File: config.mk
export PLATFORM = sky130hd
export DESIGN_NAME = match_ctrl
export DESIGN_NICKNAME = d
export VERILOG_FILES = /design/src/rtl/match_ctrl.sv
export SDC_FILE = /design/constraint.sdc
export NUM_CORES = 1
export LEC_CHECK = 0
export BUFFER_PORTS_ARGS = -buffer_cell sky130_fd_sc_hd__buf_4
export CAP_MARGIN = 15
export CORE_AREA = 2 2 69 54
export CTS_CLUSTER_DIAMETER = 30
export CTS_CLUSTER_SIZE = 16
export DETAILED_ROUTE_END_ITERATION = 6
export DIE_AREA = 0 0 71 56
export HOLD_SLACK_MARGIN = 0.03
export PLACE_DENSITY_LB_ADDON = 0.3
export SLEW_MARGIN = 20
export SYNTH_ARGS = -nofsm -noshare
export SYNTH_HDL_FRONTEND = slang
export SYNTH_SLANG_ARGS = --single-unit
export TNS_END_PERCENT = 20
File: constraint.sdc
create_clock -name clk -period 3 [get_ports clk]
set_clock_uncertainty 0.2 [all_clocks]
set_input_delay 0.6 -clock clk [delete_from_list [all_inputs] [get_ports clk]]
set_output_delay 0.6 -clock clk [all_outputs]
set_load 0.01 [all_outputs]
File: src/rtl/match_ctrl.sv
// Match-level controller: scores physics rally results, freezes the scene for a
// serve pause between rallies and gates the physics frame trigger.
module match_ctrl #(
  parameter int WIN_SCORE    = 7,
  parameter int SERVE_FRAMES = 90
) (
  input  logic       clk,
  input  logic       rst_n,
  input  logic       frame_tick,
  input  logic       start_btn,
  input  logic       game_over,
  input  logic [1:0] winner,
  output logic       phys_en,
  output logic [1:0] state,
  output logic [3:0] p1_score,
  output logic [3:0] p2_score,
  output logic [1:0] match_winner,
  output logic [7:0] serve_left,
  output logic       point_pulse
);

  typedef enum logic [1:0] {
    IDLE       = 2'd0,
    SERVE      = 2'd1,
    PLAY       = 2'd2,
    MATCH_OVER = 2'd3
  } state_e;

  localparam logic [7:0] SERVE_LOAD = 8'(SERVE_FRAMES);
  localparam logic [3:0] WIN_LOAD   = 4'(WIN_SCORE);

  state_e     state_q;
  logic [1:0] sync_q;
  logic       start_q;
  logic       go_q;
  logic [3:0] p1_q;
  logic [3:0] p2_q;
  logic [1:0] winner_q;
  logic [7:0] serve_left_q;
  logic       point_q;

  logic       start_rise;
  logic       go_rise;
  logic [3:0] p1_inc;
  logic [3:0] p2_inc;

  assign start_rise = sync_q[1] & ~start_q;
  assign go_rise    = game_over & ~go_q;

  // Saturating increments keep the 4-bit scores from wrapping at 15.
  assign p1_inc = (p1_q == 4'hF) ? p1_q : p1_q + 4'd1;
  assign p2_inc = (p2_q == 4'hF) ? p2_q : p2_q + 4'd1;

  // NOTE: every register, including the synchronizer, is cleared by the async reset.
  always_ff @(posedge clk or negedge rst_n) begin
    if (!rst_n) begin
      state_q      <= IDLE;
      sync_q       <= 2'b00;
      start_q      <= 1'b0;
      go_q         <= 1'b0;
      p1_q         <= 4'd0;
      p2_q         <= 4'd0;
      winner_q     <= 2'd0;
      serve_left_q <= 8'd0;
      point_q      <= 1'b0;
    end else begin
      // NOTE: non-blocking assignments so every register samples pre-edge values.
      sync_q  <= {sync_q[0], start_btn};
      start_q <= sync_q[1];
      go_q    <= game_over;
      point_q <= 1'b0;

      case (state_q)
        IDLE, MATCH_OVER: begin
          if (start_rise) begin
            p1_q         <= 4'd0;
            p2_q         <= 4'd0;
            winner_q     <= 2'd0;
            serve_left_q <= SERVE_LOAD;
            state_q      <= SERVE;
          end
        end
        SERVE: begin
          if (frame_tick) begin
            if (serve_left_q <= 8'd1) begin
              serve_left_q <= 8'd0;
              state_q      <= PLAY;
            end else begin
              serve_left_q <= serve_left_q - 8'd1;
            end
          end
        end
        PLAY: begin
          if (go_rise) begin
            serve_left_q <= SERVE_LOAD;
            state_q      <= SERVE;
            if (winner == 2'd1) begin
              p1_q    <= p1_inc;
              point_q <= 1'b1;
              if (p1_inc == WIN_LOAD) begin
                winner_q     <= 2'd1;
                serve_left_q <= 8'd0;
                state_q      <= MATCH_OVER;
              end
            end else if (winner == 2'd2) begin
              p2_q    <= p2_inc;
              point_q <= 1'b1;
              if (p2_inc == WIN_LOAD) begin
                winner_q     <= 2'd2;
                serve_left_q <= 8'd0;
                state_q      <= MATCH_OVER;
              end
            end
          end
        end
        default: state_q <= IDLE;
      endcase
    end
  end

  assign phys_en      = frame_tick & (state_q == PLAY);
  assign state        = state_q;
  assign p1_score     = p1_q;
  assign p2_score     = p2_q;
  assign match_winner = winner_q;
  assign serve_left   = serve_left_q;
  assign point_pulse  = point_q;

endmodule
==> impl_metrics.tcl, run 1 <==
set metrics [dict create \
    vias_per_cell 6.10 \
    fin_area_um2 1860 \
    internal-power_mw 0.895 \
    antenna_found_initial 0 \
    switchingPower_mw 0.745 \
    path_class "flip-flop to output pin" \
    grt_usage_pct 19.0 \
    coreArea_um2 3270 \
    drc 0 \
    worstSetupStartpoint "state[0]$_DFFE_PN0P_" \
    worstRegToRegCells 6 \
    fp-row-count 18 \
    finish.net_count 213 \
    die_x_um 71 \
    max-slew-margin-rel_pct 51.1 \
    antenna_left 0 \
    irDropWorstVdd_uv 475 \
    ctsResizeCount 0 \
    routed_wl_mm 3.53 \
    holdPathStages 0 \
    max_freq_mhz 366 \
    rsz0062_at_grt "false" \
    powerDensity_nw_per_um2 882 \
    worst_pin_slew_ns 0.734 \
    clkSinkCount 25 \
    wl_per_cell_um 15.0 \
    synth.distinct_cells 47 \
    finalCritPeriodShare_pct 91.1 \
    required_ns 2.20 \
    grt_max_degree 26 \
    crit_path_max_incr_delay_ns 0.56 \
    n_antenna_cell 0 \
    cpMostUsedCell "inv_1" \
    dpl.cell_count 231 \
    gr-total-overflow 0 \
    syn_area_um2 1590 \
    dieArea_um2 3980 \
    switching_share_pct 45.4 \
    status "finished clean" \
    seqPwrFrac_pct 32.2 \
    syn_inst 168 \
    layout_commonest_cell "buf_4" \
    cts_made_buffers 3 \
    start_util_pct 48.7 \
    first_iter_violations 112 \
    min_path_type "flip-flop to flip-flop" \
    hold_end "sync_q[1]$_DFF_PN0_" \
    h-tree-depth 1 \
    synth-edff-count 0 \
    placed_area_um2 1800 \
    crit_slowest_cell "ha_1" \
    vias 1440 \
    synthArstFlopShare_pct 100 \
    cts_hold_buffers 1 \
    area_growth_pct 16.9 \
    path_buf_inv 3 \
    synth_seq_area_share_pct 39.3 \
    clkSlewWorstSetupHoldPaths_ns 0.09 \
    synth_fp_nets 184 \
    yosysWarningCount 0 \
    tritoncts "done" \
    cp_cell_sequence "inv_1, ha_1, inv_1, nor2_1, buf_4" \
    globalplace.congestion 0.835 \
    clk_path_buf_depth 2 \
    setup_viol 0 \
    power_mw 1.64 \
    place.port_buffers 28 \
    ios 29 \
    cp_top_family "adder cells" \
    dpl_worst_slack_ns 0.573 \
    pwr-share-clk_pct 12.2 \
    hold_viol 0 \
    ff2ff_setup_slack_ns 0.57 \
    r2r_start "state[1]$_DFFE_PN0P_" \
    dieHeight_um 56 \
    cp-start-kind "flip-flop" \
    cts_root_buf "clkbuf_8" \
    clk_latency_ns 0.27 \
    cap_violations 0 \
    worstSetupEndpointType "output pin" \
    postCtsSetupBuffers 0 \
    p_leak_nw 0.845 \
    synthFlopType "dfrtp_1" \
    critPathMaxFanout 21 \
    instances_no_fill 236 \
    syn_area_per_cell_um2 9.47 \
    finalMaxSlewViolations 0 \
    dp_hpwl_mm 2.61 \
    r2r-end "serve_left[3]$_DFFE_PN0P_" \
    most-common-layout-cells "buf_4 (28), dfrtp_1 (25), inv_1 (15), o21ai_0 (12)" \
    fin_crit_ns 2.73 \
    holdCritStartpoint "sync_q[0]$_DFF_PN0_" \
    grt_pass1_wl_mm 6.08 \
    arrival_ns 1.93 \
    ys_ff_latch 25 \
    combPwrFrac_pct 55.6 \
    drive_gt1_share_pct 23.0 \
    setup_ws_ns 0.267 \
    grt_pass1_vias 1311 \
    dr.pass1.iters 4 \
    finalSetupTns_ns 0 \
]
-- flip-flops by register name (all words and copies together), names as in the netlist --
register	flops
state	2
sync_q	2
start_q	1
point_pulse	1
match_winner	2
serve_left	8
go_q	1
p2_score	4
p1_score	4
-- power groups by stage --
stage | clock network [mW] | registers [mW] | logic [mW]
global route | 0.230 | 0.544 | 1.02
floorplan | 0 | 0.542 | 0.673
detailed placement | 0 | 0.534 | 0.909
global placement | 0 | 0.525 | 0.895
finish | 0.200 | 0.528 | 0.912
CTS | 0.209 | 0.528 | 0.911
-- worst reg2reg max path, stage by stage (launching register included) --
cell and delay [ns]:
dfrtp_1 0.40, inv_1 0.08, ha_1 0.31, and2b_2 0.26
a221o_1 0.44, or4_1 0.56, o211ai_1 0.10
-- stage by stage --
stage	hold WS (ns)	util (%)
2_1_floorplan	0.104	-
3_3_place_gp	0.143	55.2
3_5_place_dp	0.136	55.2
4_1_cts	0.168	57.0
5_1_grt	0.188	57.0
6_report	0.165	57.0
-- routing by layer --
layer | track usage (%) | wire length [um] | share of wire, % | up-vias
li1 | - | - | - | 693
met1 | 26.4 | 1660 | 47 | 698
met2 | 30.3 | 1620 | 46 | 47
met3 | 4.89 | 228 | 6.5 | 2
met4 | 3.50 | 13 | 0.37 | 0
met5 | 0 | 0 | 0 | -
-- area by class of cell --
cell class | instances | area [um^2]
Clock buffer | 3 | 41.3
Clock inverter | 1 | 5.00
Fill cell | 280 | 1410
Inverter | 15 | 56.3
Multi-Input combinational cell | 123 | 862
Sequential cell | 25 | 626
Tap cell | 40 | 50.0
Timing Repair Buffer | 29 | 220
-- logic make-up (layout without fill, tap and decap cells) --
family,Yosys count,count (layout),synth area share (%)
AND/OR/NAND/NOR,62,62,22.3
AO/OA/AOI/OAI,49,49,23.0
flip-flops,25,25,39.3
buffers and inverters,20,48,6.52
adder cells (fa/ha/maj),9,9,7.08
XOR/XNOR,2,2,1.10
multiplexers,1,1,0.629
-- how the worst max path moves through the flow --
stage / endpoint / slack, ns / depth (start not counted)
after floorplan: serve_left[3]$_DFFE_PN0P_ / 0.83 / 7
after global placement: phys_en / 0.61 / 5
after detailed placement: phys_en / 0.57 / 5
after CTS: phys_en / 0.26 / 5
after global routing: phys_en / 0.12 / 5
final: phys_en / 0.27 / 5
-- cell usage after synthesis (all sizes together) (2+ instances only) --
cell type / count / share of area [%]
a221oi: 2 / 1.5
xor2: 2 / 1.1
nand3: 10 / 3.1
buf: 3 / 1.9
nor2: 7 / 1.7
a22o: 5 / 2.8
nand2b: 5 / 2.0
and3: 5 / 2.0
or3: 2 / 0.79
o41ai: 2 / 2.3
clkbuf: 2 / 1.1
ha: 9 / 7.1
nor3b: 2 / 0.94
or4: 5 / 2.6
nand4: 2 / 0.79
inv: 15 / 3.5
and2: 2 / 0.79
o21ai: 12 / 3.8
a21oi: 7 / 2.2
a2bb2oi: 2 / 1.1
o211ai: 6 / 2.8
a31oi: 6 / 2.4
nand2: 11 / 2.8
nor3: 5 / 1.9
dfrtp: 25 / 39
Note: power is estimated with default switching activity, not from simulation.
==> run 2: changes to the inputs <==
MAX_ROUTING_LAYER = met4   (was unset)
==> run 2 against run 1 <==
Net effect: first-iteration DRC count decreased by 16%; register-to-register slack barely moved; final cell count unchanged; critical path depth did not move; non-clock buffer count unchanged; maximum frequency is 0.13% lower; die area unchanged; global-route usage increased by 0.44 points; combinational power is 1% higher.
==> impl_metrics.tcl, run 2 (synthesized netlist as in run 1, its figures left out) <==
set metrics [dict create \
    finalMaxSlewViolations 0 \
    finish.net_count 213 \
    most-common-layout-cells "buf_4 (28), dfrtp_1 (25), inv_1 (15), o21ai_0 (12)" \
    worstSetupEndpointType "output pin" \
    cpMostUsedCell "inv_1" \
    status "finished clean" \
    grt_pass1_wl_mm 6.02 \
    crit_path_max_incr_delay_ns 0.57 \
    cts_root_buf "clkbuf_8" \
    min_path_type "flip-flop to flip-flop" \
    n_antenna_cell 0 \
    die_x_um 71 \
    p_leak_nw 0.842 \
    dp_hpwl_mm 2.64 \
    max-slew-margin-rel_pct 51.8 \
    grt_max_degree 26 \
    grt_usage_pct 19.5 \
    cp-start-kind "flip-flop" \
    coreArea_um2 3270 \
    critPathMaxFanout 21 \
    clk_path_buf_depth 2 \
    h-tree-depth 1 \
    clkSlewWorstSetupHoldPaths_ns 0.08 \
    cp_cell_sequence "inv_1, ha_1, inv_1, nor2_1, buf_4" \
    worstSetupStartpoint "state[0]$_DFFE_PN0P_" \
    cts_hold_buffers 1 \
    grt_pass1_vias 1330 \
    arrival_ns 1.94 \
    globalplace.congestion 0.840 \
    postCtsSetupBuffers 0 \
    path_class "flip-flop to output pin" \
    fp-row-count 18 \
    ios 29 \
    cts_made_buffers 3 \
    start_util_pct 48.7 \
    n_fill_cell 290 \
    clk_latency_ns 0.27 \
    ctsResizeCount 0 \
    routed_wl_mm 3.56 \
    rsz0062_at_grt "false" \
    worst_pin_slew_ns 0.723 \
    tritoncts "done" \
    dieArea_um2 3980 \
    drive_gt1_share_pct 22.4 \
    powerDensity_nw_per_um2 888 \
    seq_area_um2 626 \
    vias 1409 \
    clkSinkCount 25 \
    multiInputGateArea_um2 862 \
    required_ns 2.20 \
    max_freq_mhz 365 \
    hold_ws_ns 0.159 \
    irDropWorstVdd_uv 400 \
    first_iter_violations 94 \
    finalCritPeriodShare_pct 91.2 \
    area_growth_pct 16.8 \
    largest_reg_flops 8 \
    setup_viol 0 \
    holdCritStartpoint "sync_q[0]$_DFF_PN0_" \
    dr.pass1.iters 4 \
    drc 0 \
    antenna_found_initial 0 \
    finalSetupTns_ns 0 \
    antenna_left 0 \
    gr-total-overflow 0 \
    layout_commonest_cell "buf_4" \
    cap_violations 0 \
    place.port_buffers 28 \
    fin_crit_ns 2.74 \
    wl_per_cell_um 15.1 \
    r2r_start "state[1]$_DFFE_PN0P_" \
    vias_per_cell 5.97 \
    crit_slowest_cell "ha_1" \
    hold_viol 0 \
    dieHeight_um 56 \
]
run 2: cell count changes in the layout (fill, tap and decap cells not counted):
cell / previous run / this run
clkbuf_1: 0 / 1
clkinv_2: 1 / 0
run 2: worst paths after layout:
| path | slack [ns] | end | cells past startpoint |
|---|---|---|---|
| min in group asynchronous | 0.56 | serve_left[7]$_DFFE_PN0P_ | 2 |
| setup reg to reg | 0.58 | serve_left[3]$_DFFE_PN0P_ | 6 |
| max in group asynchronous | 1.79 | state[1]$_DFFE_PN0P_ | 2 |
| setup / recovery | 0.26 | phys_en | 5 |
| hold reg to reg | 0.16 | sync_q[1]$_DFF_PN0_ | 0 |
| hold / removal | 0.16 | sync_q[1]$_DFF_PN0_ | 0 |
run 2: stage by stage:
stage                     std cells  util, %  worst slack (ns)  instance area, um^2  power [mW]
final                           236     56.9             0.263                 1860        1.65
after global routing            236     56.9            0.0923                 1860        1.80
after CTS                       236     56.9             0.244                 1860        1.66
after detailed placement        231     55.2             0.561                 1800        1.45
after global placement          231     55.2             0.606                 1800        1.42
after floorplan                 168        -             0.833                 1590        1.21
run 2: cell type report:
| type | count | share of cell area [%] |
|---|---|---|
| multi-input combinational | 123 | 46.4 |
| tap | 40 | 2.69 |
| timing repair buffer | 29 | 11.8 |
| inverter | 15 | 3.03 |
| sequential | 25 | 33.6 |
| clock buffer | 4 | 2.42 |
run 2: layer usage:
metal / GRT usage [%] / wire, um / up-vias
li1: - / - / 695
met1: 25.6 / 1760 / 669
met2: 30.3 / 1600 / 41
met3: 4.89 / 169 / 4
met4: 4.85 / 23 / 0
met5: - / 0 / -
run 2: critical path: cells and delay by family, from the launching register on:
family / cells / cell delay (ns)
flops: 1 / 0.42
simple gates: 1 / 0.18
buf+inv: 3 / 0.50
fa+ha+maj: 1 / 0.57
run 2: report_power, final:
group,switching [mW],internal (mW),total (mW)
sequential,0.111,0.416,0.527
clock,0.106,0.0950,0.201
combinational,0.535,0.388,0.923
